==> config.mk <==
export PLATFORM = sky130hd
export DESIGN_NAME = div_unit_pipe_ctrl
export DESIGN_NICKNAME = d
export VERILOG_FILES = /design/src/rtl/div_unit_pipe_ctrl.sv
export SDC_FILE = /design/constraint.sdc
export NUM_CORES = 1
export LEC_CHECK = 0
export CAP_MARGIN = 20
export CELL_PAD_IN_SITES_DETAIL_PLACEMENT = 1
export CELL_PAD_IN_SITES_GLOBAL_PLACEMENT = 2
export CORE_MARGIN = 1
export CORE_UTILIZATION = 36
export DETAILED_ROUTE_END_ITERATION = 10
export GPL_TIMING_DRIVEN = 0
export PLACE_DENSITY_LB_ADDON = 0.1
export SLEW_MARGIN = 40
export SYNTH_ARGS = -nofsm -noshare
export SYNTH_HDL_FRONTEND = slang
export SYNTH_SLANG_ARGS = --single-unit
==> constraint.sdc <==
create_clock -name clk_i -period 5.6 [get_ports clk_i]
set_clock_uncertainty 0.2 [all_clocks]
set_input_delay 1.12 -clock clk_i [delete_from_list [all_inputs] [get_ports clk_i]]
set_output_delay 1.12 -clock clk_i [all_outputs]
set_load 0.05 [all_outputs]
==> src/rtl/div_unit_pipe_ctrl.sv <==
`default_nettype none
// ============================================================================
// Module   : div_unit_pipe_ctrl
// Brief    : Radix-2 non-restoring XLEN-bit integer divider with valid/ready
//            handshakes. Optional macro DIV_EARLY_TERM_EN adds a one-cycle
//            finish when |dividend| < |divisor|.
// Revision : 1.0 - initial release
// ============================================================================

package div_unit_pipe_ctrl_pkg;
    typedef enum logic [1:0] {
        DIV_  = 2'd0,
        DIVU_ = 2'd1,
        REM_  = 2'd2,
        REMU_ = 2'd3
    } div_ops_e;

    typedef enum logic {
        FREE = 1'b0,
        BUSY = 1'b1
    } fu_state_e;
endpackage

module div_unit_pipe_ctrl
    import div_unit_pipe_ctrl_pkg::*;
#(
    parameter int XLEN = 32
) (
    input  logic            clk_i,
    input  logic            rst_i,
    input  logic            clk_en_i,
    input  logic            kill_i,
    input  logic            valid_i,
    output logic            ready_o,
    input  logic [XLEN-1:0] dividend_i,
    input  logic [XLEN-1:0] divisor_i,
    input  div_ops_e        operation_i,
    output logic            valid_o,
    input  logic            ready_i,
    output logic [XLEN-1:0] result_o,
    output logic            zero_divide_o,
    output fu_state_e       fu_state_o
);

    localparam int               CNT_W       = $clog2(XLEN) + 1;
    localparam logic [CNT_W-1:0] c_last_iter = CNT_W'(XLEN - 1);
    localparam logic [XLEN-1:0]  c_int_min   = {1'b1, {(XLEN-1){1'b0}}};

    typedef enum logic [1:0] {
        S_IDLE    = 2'd0,
        S_DIVIDE  = 2'd1,
        S_RESTORE = 2'd2,
        S_DONE    = 2'd3
    } state_e;

    state_e           r_state,  w_state_nxt;
    logic [XLEN:0]    r_p,      w_p_nxt;
    logic [XLEN-1:0]  r_a,      w_a_nxt;
    logic [XLEN-1:0]  r_b,      w_b_nxt;
    logic [XLEN-1:0]  r_result, w_result_nxt;
    logic [CNT_W-1:0] r_cnt,    w_cnt_nxt;
    logic             r_rem,    w_rem_nxt;
    logic             r_neg_q,  w_neg_q_nxt;
    logic             r_neg_r,  w_neg_r_nxt;
    logic             r_zdiv,   w_zdiv_nxt;

    logic             w_signed, w_is_rem, w_a_neg, w_b_neg;
    logic             w_div_zero, w_ovf, w_early;
    logic [XLEN-1:0]  w_a_mag, w_b_mag;
    logic [XLEN:0]    w_p_sh, w_p_iter, w_p_fix;
    logic [XLEN-1:0]  w_rem_mag, w_q_final, w_r_final;

    // Operand decode, only consumed on the accept edge
    assign w_signed   = (operation_i == DIV_) || (operation_i == REM_);
    assign w_is_rem   = (operation_i == REM_) || (operation_i == REMU_);
    assign w_a_neg    = w_signed & dividend_i[XLEN-1];
    assign w_b_neg    = w_signed & divisor_i[XLEN-1];
    assign w_a_mag    = w_a_neg ? -dividend_i : dividend_i;
    assign w_b_mag    = w_b_neg ? -divisor_i  : divisor_i;
    assign w_div_zero = (divisor_i == '0);
    assign w_ovf      = w_signed && (dividend_i == c_int_min) && (divisor_i == '1);

`ifdef DIV_EARLY_TERM_EN
    assign w_early = !w_div_zero && !w_ovf && (w_a_mag < w_b_mag);
`else
    assign w_early = 1'b0;
`endif

    // P is kept modulo 2^(XLEN+1); its true value always lies in [-B, B)
    assign w_p_sh    = {r_p[XLEN-1:0], r_a[XLEN-1]};
    assign w_p_iter  = r_p[XLEN] ? (w_p_sh + {1'b0, r_b}) : (w_p_sh - {1'b0, r_b});
    assign w_p_fix   = r_p[XLEN] ? (r_p + {1'b0, r_b}) : r_p;
    assign w_rem_mag = w_p_fix[XLEN-1:0];
    assign w_q_final = r_neg_q ? -r_a : r_a;
    assign w_r_final = r_neg_r ? -w_rem_mag : w_rem_mag;

    always_comb begin
        w_state_nxt  = r_state;
        w_p_nxt      = r_p;
        w_a_nxt      = r_a;
        w_b_nxt      = r_b;
        w_result_nxt = r_result;
        w_cnt_nxt    = r_cnt;
        w_rem_nxt    = r_rem;
        w_neg_q_nxt  = r_neg_q;
        w_neg_r_nxt  = r_neg_r;
        w_zdiv_nxt   = r_zdiv;

        if (clk_en_i) begin
            if (kill_i) begin
                w_state_nxt = S_IDLE;
                w_cnt_nxt   = '0;
                w_zdiv_nxt  = 1'b0;
            end else begin
                case (r_state)
                    S_IDLE: begin
                        if (valid_i) begin
                            w_p_nxt     = '0;
                            w_a_nxt     = w_a_mag;
                            w_b_nxt     = w_b_mag;
                            w_cnt_nxt   = '0;
                            w_rem_nxt   = w_is_rem;
                            w_neg_q_nxt = w_a_neg ^ w_b_neg;
                            w_neg_r_nxt = w_a_neg;
                            w_zdiv_nxt  = w_div_zero;
                            if (w_div_zero) begin
                                w_result_nxt = w_is_rem ? dividend_i : '1;
                                w_state_nxt  = S_DONE;
                            end else if (w_ovf) begin
                                w_result_nxt = w_is_rem ? '0 : c_int_min;
                                w_state_nxt  = S_DONE;
                            end else if (w_early) begin
                                w_result_nxt = w_is_rem ? dividend_i : '0;
                                w_state_nxt  = S_DONE;
                            end else begin
                                w_state_nxt  = S_DIVIDE;
                            end
                        end
                    end
                    S_DIVIDE: begin
                        w_p_nxt   = w_p_iter;
                        w_a_nxt   = {r_a[XLEN-2:0], ~w_p_iter[XLEN]};
                        w_cnt_nxt = r_cnt + CNT_W'(1);
                        if (r_cnt == c_last_iter) begin
                            w_state_nxt = S_RESTORE;
                        end
                    end
                    S_RESTORE: begin
                        w_p_nxt      = w_p_fix;
                        w_result_nxt = r_rem ? w_r_final : w_q_final;
                        w_state_nxt  = S_DONE;
                    end
                    S_DONE: begin
                        if (ready_i) begin
                            w_state_nxt = S_IDLE;
                            w_zdiv_nxt  = 1'b0;
                        end
                    end
                    default: w_state_nxt = S_IDLE;
                endcase
            end
        end
    end

    always_ff @(posedge clk_i or posedge rst_i) begin
        if (rst_i) begin
            r_state  <= S_IDLE;
            r_p      <= '0;
            r_a      <= '0;
            r_b      <= '0;
            r_result <= '0;
            r_cnt    <= '0;
            r_rem    <= 1'b0;
            r_neg_q  <= 1'b0;
            r_neg_r  <= 1'b0;
            r_zdiv   <= 1'b0;
        end else begin
            r_state  <= w_state_nxt;
            r_p      <= w_p_nxt;
            r_a      <= w_a_nxt;
            r_b      <= w_b_nxt;
            r_result <= w_result_nxt;
            r_cnt    <= w_cnt_nxt;
            r_rem    <= w_rem_nxt;
            r_neg_q  <= w_neg_q_nxt;
            r_neg_r  <= w_neg_r_nxt;
            r_zdiv   <= w_zdiv_nxt;
        end
    end

    assign ready_o       = (r_state == S_IDLE);
    assign valid_o       = (r_state == S_DONE);
    assign result_o      = r_result;
    assign zero_divide_o = r_zdiv;
    assign fu_state_o    = (r_state == S_IDLE) ? FREE : BUSY;

endmodule

`default_nettype wire

==> impl_metrics.py, run 1 <==
metrics = {
    "run_status": {
        "status": "finished clean",
    },
    "logic_synthesis": {
        "synth_area_per_cell_sq_um": 7.665,
        "synthFlopType": "dfrtp_1",
        "synth-warning-count": 0,
        "synth_area_leaders": "dfrtp_1, o21ai_0, ha_1",
        "seq_area_frac_synth_pct": 25.45,
        "syn-cell-area_sq_um": 13870,
        "synth_top_cells_by_count": "o21ai_0, nand2_1, a21oi_1, dfrtp_1, nor2_1",
        "synth_area_leader_cell": "dfrtp_1",
        "synth-seq-cells": 141,
        "ys_async_sr_fraction_pct": 100.0,
        "yosys.cell_count.top_type": "o21ai_0",
        "synthDistinctLibCells": 93,
        "synth_cells": 1809,
        "synth.top_cell.area_share_pct": 25.45,
        "synth_edf_count": 0,
        "syn-num-nets": 1960,
    },
    "setup_path": {
        "worstSetupPathType": "flop to flop",
        "crit_top_cell": "buf_6",
        "cp-startpoint": "r_p[32]",
        "critPathArrivalTime_ns": 5.54,
        "critical_path.slowest_cell": "dfrtp_2",
        "crit_fanout": 19,
        "crit_path_cell_trace": "buf_8 > buf_6 > buf_6 > buf_6 > buf_6 > buf_4 > nor2_1 > xnor2_1 > ha_1 > a2111oi_0 > o21ai_0 > a41oi_2 > o21ai_0 > a41oi_1 > a21oi_1 > a221o_1 > and4b_1 > a31o_2 > o21ai_0 > nand2_1",
        "critPathMaxStageDelay_ns": 0.51,
        "rr_startpoint": "r_p[32]",
        "worst_setup_path_end_kind": "flop",
        "required_ns": 5.74,
        "start_kind": "flop",
    },
    "final_layout": {
        "fillers": 4671,
        "drive_above_1_share_pct": 5.498,
        "finalNonFillerCells": 2457,
        "area_growth_pct": 17.62,
        "fin_nets": 2086,
        "fin_area_sq_um": 16310,
        "antenna_cells": 0,
    },
    "detailed_routing": {
        "drt_wl_total_um": 57380,
        "drt_iter0_markers": 892,
        "via_per_inst": 5.897,
        "remaining_drc_errors": 0,
        "vias": 14490,
        "first_pass_iters": 5,
        "wl_per_cell_um": 23.35,
        "drtAntennaViolNets": 0,
    },
    "timing": {
        "rsz0062_at_grt": "false",
        "fin_crit_sh_pct": 96.44,
        "final-hold-violation-count": 0,
        "max_slew_margin_pct": 40.06,
        "setup_viol": 0,
        "setup_tns_ns": 0,
        "max_clock_freq_mhz": 185.2,
        "slew_violations": 0,
        "worst-slew-pin-transition_ns": 0.8991,
        "fin_crit_ns": 5.401,
    },
    "power_and_ir_drop": {
        "pwr-share-comb_pct": 70.8,
        "pwr-share-seq_pct": 18.7,
        "p_per_area_nw_per_um2": 707.5,
        "vdd_drop_max_v": 0.0003188,
        "power.leakage_nw": 6.450,
        "clock_power_share_pct": 10.5,
        "intPower_mw": 5.272,
        "p_sw_share_pct": 54.31,
        "p_sw_mw": 6.266,
    },
    "floorplan": {
        "coreArea_sq_um": 37760,
        "dieHeight_um": 198.3,
        "die_w_um": 198.3,
        "die_area_sq_um": 39310,
        "start_util_pct": 36.73,
        "rows": 71,
        "pin_count": 108,
    },
    "grt": {
        "grt_max_degree": 75,
        "grt_pass1_wl_um": 87640,
        "grt_pass1_vias": 14550,
        "overflow": 0,
        "antenna_found_initial": 0,
        "grt_usage_pct": 29.67,
    },
    "clocking": {
        "cts_inserted_buffers": 17,
        "cts_root_buf": "clkbuf_16",
        "cts_htree_levels": 4,
        "clk_pin_slew_ns": 0.08,
        "cts_tree": "done",
        "clock_latency_ns": 0.46,
        "cts_sinks": 141,
        "clock_path_buffers": 2,
    },
    "worst_hold_path": {
        "min_from": "result_o[16]",
        "hold_class": "flop to flop",
    },
    "flow_run": {
        "drv_cap": 0,
    },
    "place": {
        "numPortBuffers": 106,
        "dp_cells": 2427,
        "place.gp.congestion": 0.9012,
        "place_area_sq_um": 15640,
        "hpwl_um": 46180,
    },
}
path summary, 6_finish.rpt:
check	endpoint	slack (ns)	cells after the start
max	r_p[29]	0.20	20
max in group asynchronous	r_b[12]	3.49	3
min reg2reg	result_o[16]	0.28	2
min in group asynchronous	r_a[18]	0.91	2
min	result_o[16]	0.28	2
max reg2reg	r_p[29]	0.20	20
layout by cell type (no fill, tap or decap), types with 6 or more instances in the layout:
cell type        Yosys  final
o21ai_0            218    217
nand2_1            207    207
a21oi_1            168    168
dfrtp_1            141    140
nor2_1             137    137
clkdlybuf4s50_1      0    106
xnor2_1            101    101
xor2_1              78     78
ha_1                77     77
clkbuf_1            75     72
inv_1               54     53
nor3_1              44     42
nand3_1             29     29
nand2b_1            27     27
o31ai_1             27     27
o211ai_1            27     27
a21o_1              26     26
a31oi_1             25     24
nor2b_1             20     19
a211oi_1            18     17
nor4_1              17     17
nand4_1             17     17
o22ai_1             17     17
clkbuf_16            0     17
and3_1              16     16
a22oi_1             16     16
or3_1               15     15
o41ai_1             15     14
o21a_1              13     13
mux2i_1             13     13
buf_6               12     11
nor3b_1              8      8
and2_1               8      8
mux2_2               8      8
or4_1                7      7
or2_2                7      7
a221oi_1             6      6
flip-flops by register name, summed over array words and instances, names as in the netlist, 2 cells and up:
name and flops:
r_cnt 6, r_state 2, r_a 32, result_o 32, r_b 32, r_p 33
power groups by stage:
stage	Combinational, mW	Sequential (mW)	Clock (mW)
6_report	8.17	2.15	1.21
5_1_grt	8.95	2.20	1.27
4_1_cts	8.08	2.14	1.23
3_5_place_dp	7.99	2.15	0
3_3_place_gp	7.82	2.13	0
2_1_floorplan	5.52	2.14	0
logic make-up (layout without fill, tap and decap cells):
kind of cell	after synthesis	after routing	share of synthesized area, %
adders and majority gates	79	79	7.237
xor gates and xnor gates	179	179	11.31
DFF	141	141	25.45
and+or+nand+nor	589	589	20.48
muxes	21	21	1.588
AOI/OAI and AO/OA	649	649	29.10
buffers and inverters	151	288	4.837
final cells by class:
type	count	area, sq um	area share (%)
clock buffer	20	456.7	2.800
tap	511	639.4	3.920
buffer	94	470.5	2.885
timing repair buffer	109	1104	6.766
multi-input combinational	1517	9754	59.81
clock inverter	10	141.4	0.8669
inverter	55	214.0	1.312
sequential	141	3530	21.64
worst max-delay path, delay by kind of cell, from the launching register on:
kind / cells / cell delay (ns)
compound gates: 9 / 2.40
buf+inv: 6 / 1.30
flops: 1 / 0.51
simple gates: 3 / 0.35
fa+ha+maj: 1 / 0.34
xor+xnor: 1 / 0.14
metal layers:
metal  GRT usage, %  vias to the layer above  wire (um)
li1               -                     6858          -
met1          40.76                     7254      26940
met2          48.37                      329      26620
met3          4.360                       48       2784
met4          7.608                        0       1039
met5              0                        -          0
repair_timing:
item,in CTS,in global routing
setup buffers,0,1
hold buffers,0,0
setup endpoints to repair,26,7
pin swaps,0,1
resized for setup,8,10
per-stage QoR:
step	worst slack [ns]	power (mW)	hold WS [ns]	util, %
final	0.1992	11.54	0.2840	43.20
after global routing	0.02812	12.42	0.3031	43.20
after CTS	0.05768	11.44	0.2828	43.05
after detailed placement	-1.732	10.14	0.2685	41.41
after global placement	-2.012	9.955	0.2575	41.23
after floorplan	0.4688	7.658	0.2753	-
Note: power is estimated with default switching activity, not from simulation.
==> inputs of run 2 (changes only) <==
GPL_TIMING_DRIVEN = unset   (was 0)
==> impl_metrics.py, run 2 (synthesis gave the netlist of run 1 again) <==
metrics = {
    "clocking": {
        "cts-resized-gates": 0,
        "cts_hold_buf": 0,
        "clk_pin_slew_ns": 0.07,
        "cts_sinks": 141,
        "clock_path_buffers": 2,
        "cts_tree": "done",
        "postCtsSetupBuffers": 0,
        "cts_inserted_buffers": 17,
        "clock_latency_ns": 0.46,
        "cts_root_buf": "clkbuf_16",
        "cts_htree_levels": 4,
    },
    "timing": {
        "max_clock_freq_mhz": 193.8,
        "worst-slew-pin-transition_ns": 0.8478,
        "fin_crit_sh_pct": 92.16,
        "slew_violations": 0,
        "setup_tns_ns": 0,
        "setup_viol": 0,
        "setup_slack_ns": 0.4392,
        "fin_crit_ns": 5.161,
        "max_slew_margin_pct": 43.35,
        "final-hold-violation-count": 0,
        "rsz0062_at_grt": "false",
    },
    "power_and_ir_drop": {
        "p_per_area_nw_per_um2": 698.5,
        "p_sw_mw": 6.058,
        "power.leakage_nw": 6.389,
        "pwr-share-comb_pct": 70.1,
        "intPower_mw": 5.149,
        "pwr-share-seq_pct": 19.8,
        "p_sw_share_pct": 54.06,
        "clock_power_share_pct": 10.1,
        "vdd_drop_max_v": 0.0002970,
    },
    "floorplan": {
        "coreArea_sq_um": 37760,
        "rows": 71,
        "pin_count": 108,
        "dieHeight_um": 198.3,
        "die_w_um": 198.3,
        "die_area_sq_um": 39310,
        "start_util_pct": 36.73,
    },
    "final_layout": {
        "top_register": "r_p",
        "final_cell_mix": "o21ai_0, nand2_1, a21oi_1",
        "antenna_cells": 0,
        "multi_input_area_sq_um": 9707,
        "fin_area_sq_um": 16040,
        "fin_nets": 2029,
        "area_growth_pct": 15.70,
        "final_common_cell": "o21ai_0",
        "layout.area.seq_sq_um": 3532,
        "drive_above_1_share_pct": 6.610,
        "fillers": 4618,
        "largest_reg_flops": 33,
    },
    "worst_hold_path": {
        "hold_class": "flop to flop",
        "min_from": "result_o[30]",
    },
    "setup_path": {
        "cp_num_buf_inv": 2,
        "critical_path.slowest_cell": "dfrtp_1",
        "crit_top_cell": "o21ai_0",
        "critPathArrivalTime_ns": 5.30,
        "cp-startpoint": "r_b[1]",
        "worst_setup_path_end_kind": "flop",
        "worstSetupPathType": "flop to flop",
        "rr_startpoint": "r_b[1]",
        "crit_path_cell_trace": "inv_1 > ha_1 > nor4bb_1 > buf_4 > nand3b_1 > nor3_1 > nor2_1 > xor2_1 > ha_1 > and4_1 > a21oi_1 > o21ai_0 > a221oi_1 > o21ai_0 > a41oi_1 > a21oi_1 > a221o_1 > and4b_1 > a31o_2 > o21ai_0 > nand2_1",
        "crit_family": "compound AO/OA/AOI/OAI gates",
        "start_kind": "flop",
        "required_ns": 5.74,
        "critPathMaxStageDelay_ns": 0.42,
        "crit_fanout": 4,
    },
    "grt": {
        "grt_pass1_vias": 14160,
        "antenna_found_initial": 1,
        "grt_usage_pct": 27.62,
        "grt_max_degree": 74,
        "overflow": 0,
        "grt_pass1_wl_um": 82930,
    },
    "detailed_routing": {
        "drt_iter0_markers": 716,
        "drtAntennaViolNets": 0,
        "remaining_drc_errors": 0,
        "drt_wl_total_um": 53070,
        "vias": 13970,
        "via_per_inst": 5.817,
        "first_pass_iters": 4,
        "wl_per_cell_um": 22.09,
    },
    "place": {
        "place_ws_ns": 0.4206,
        "hpwl_um": 40980,
        "place_area_sq_um": 15480,
        "numPortBuffers": 107,
        "place.gp.congestion": 0.9029,
    },
    "flow_run": {
        "drv_cap": 0,
    },
    "run_status": {
        "status": "finished clean",
    },
}
## run 2: cell type report
type                            count  area share (%)
Multi-Input combinational cell   1517           60.51
Sequential cell                   141           22.02
Timing Repair Buffer              146           8.680
Tap cell                          511           3.985
Clock buffer                       19           2.823
Inverter                           55           1.318
Clock inverter                     13          0.6707
## run 2: per-stage QoR
stage	cells	utilization (%)	hold slack (ns)	power [mW]
finish	2402	42.49	0.2905	11.21
global route	2402	42.49	0.3419	12.13
CTS	2402	42.48	0.2916	11.22
detailed placement	2370	41.00	0.2765	10.03
global placement	2370	40.95	0.2722	9.847
floorplan	1809	-	0.2753	7.658
## run 2: worst paths after layout
kind,to,slack (ns),depth (start not counted)
setup reg to reg,r_p[29],0.44,21
hold reg to reg,result_o[30],0.29,2
setup / recovery,r_p[29],0.44,21
max in group asynchronous,r_b[8],3.26,3
hold / removal,result_o[30],0.29,2
min in group asynchronous,r_a[29],0.95,2
## run 2: tightest hold or removal path, delay by kind of cell (launching register included)
family / cells / cell delay (ns)
simple gates: 2 / 0.10
flops: 1 / 0.36
## run 2: power groups by stage
stage                     sequential (mW)  clock, mW  combinational, mW
after CTS                            2.21       1.15               7.86
after floorplan                      2.14          0               5.52
after global placement               2.21          0               7.64
final                                2.22       1.13               7.86
after detailed placement             2.23          0               7.80
after global routing                 2.29       1.18               8.65
## run 2: layer usage
layer	GRT usage, %	up-vias	wire (um)
li1	-	6740	-
met1	37.74	6930	25240
met2	45.74	255	25130
met3	3.338	45	1712
met4	7.235	2	969
met5	0	-	13
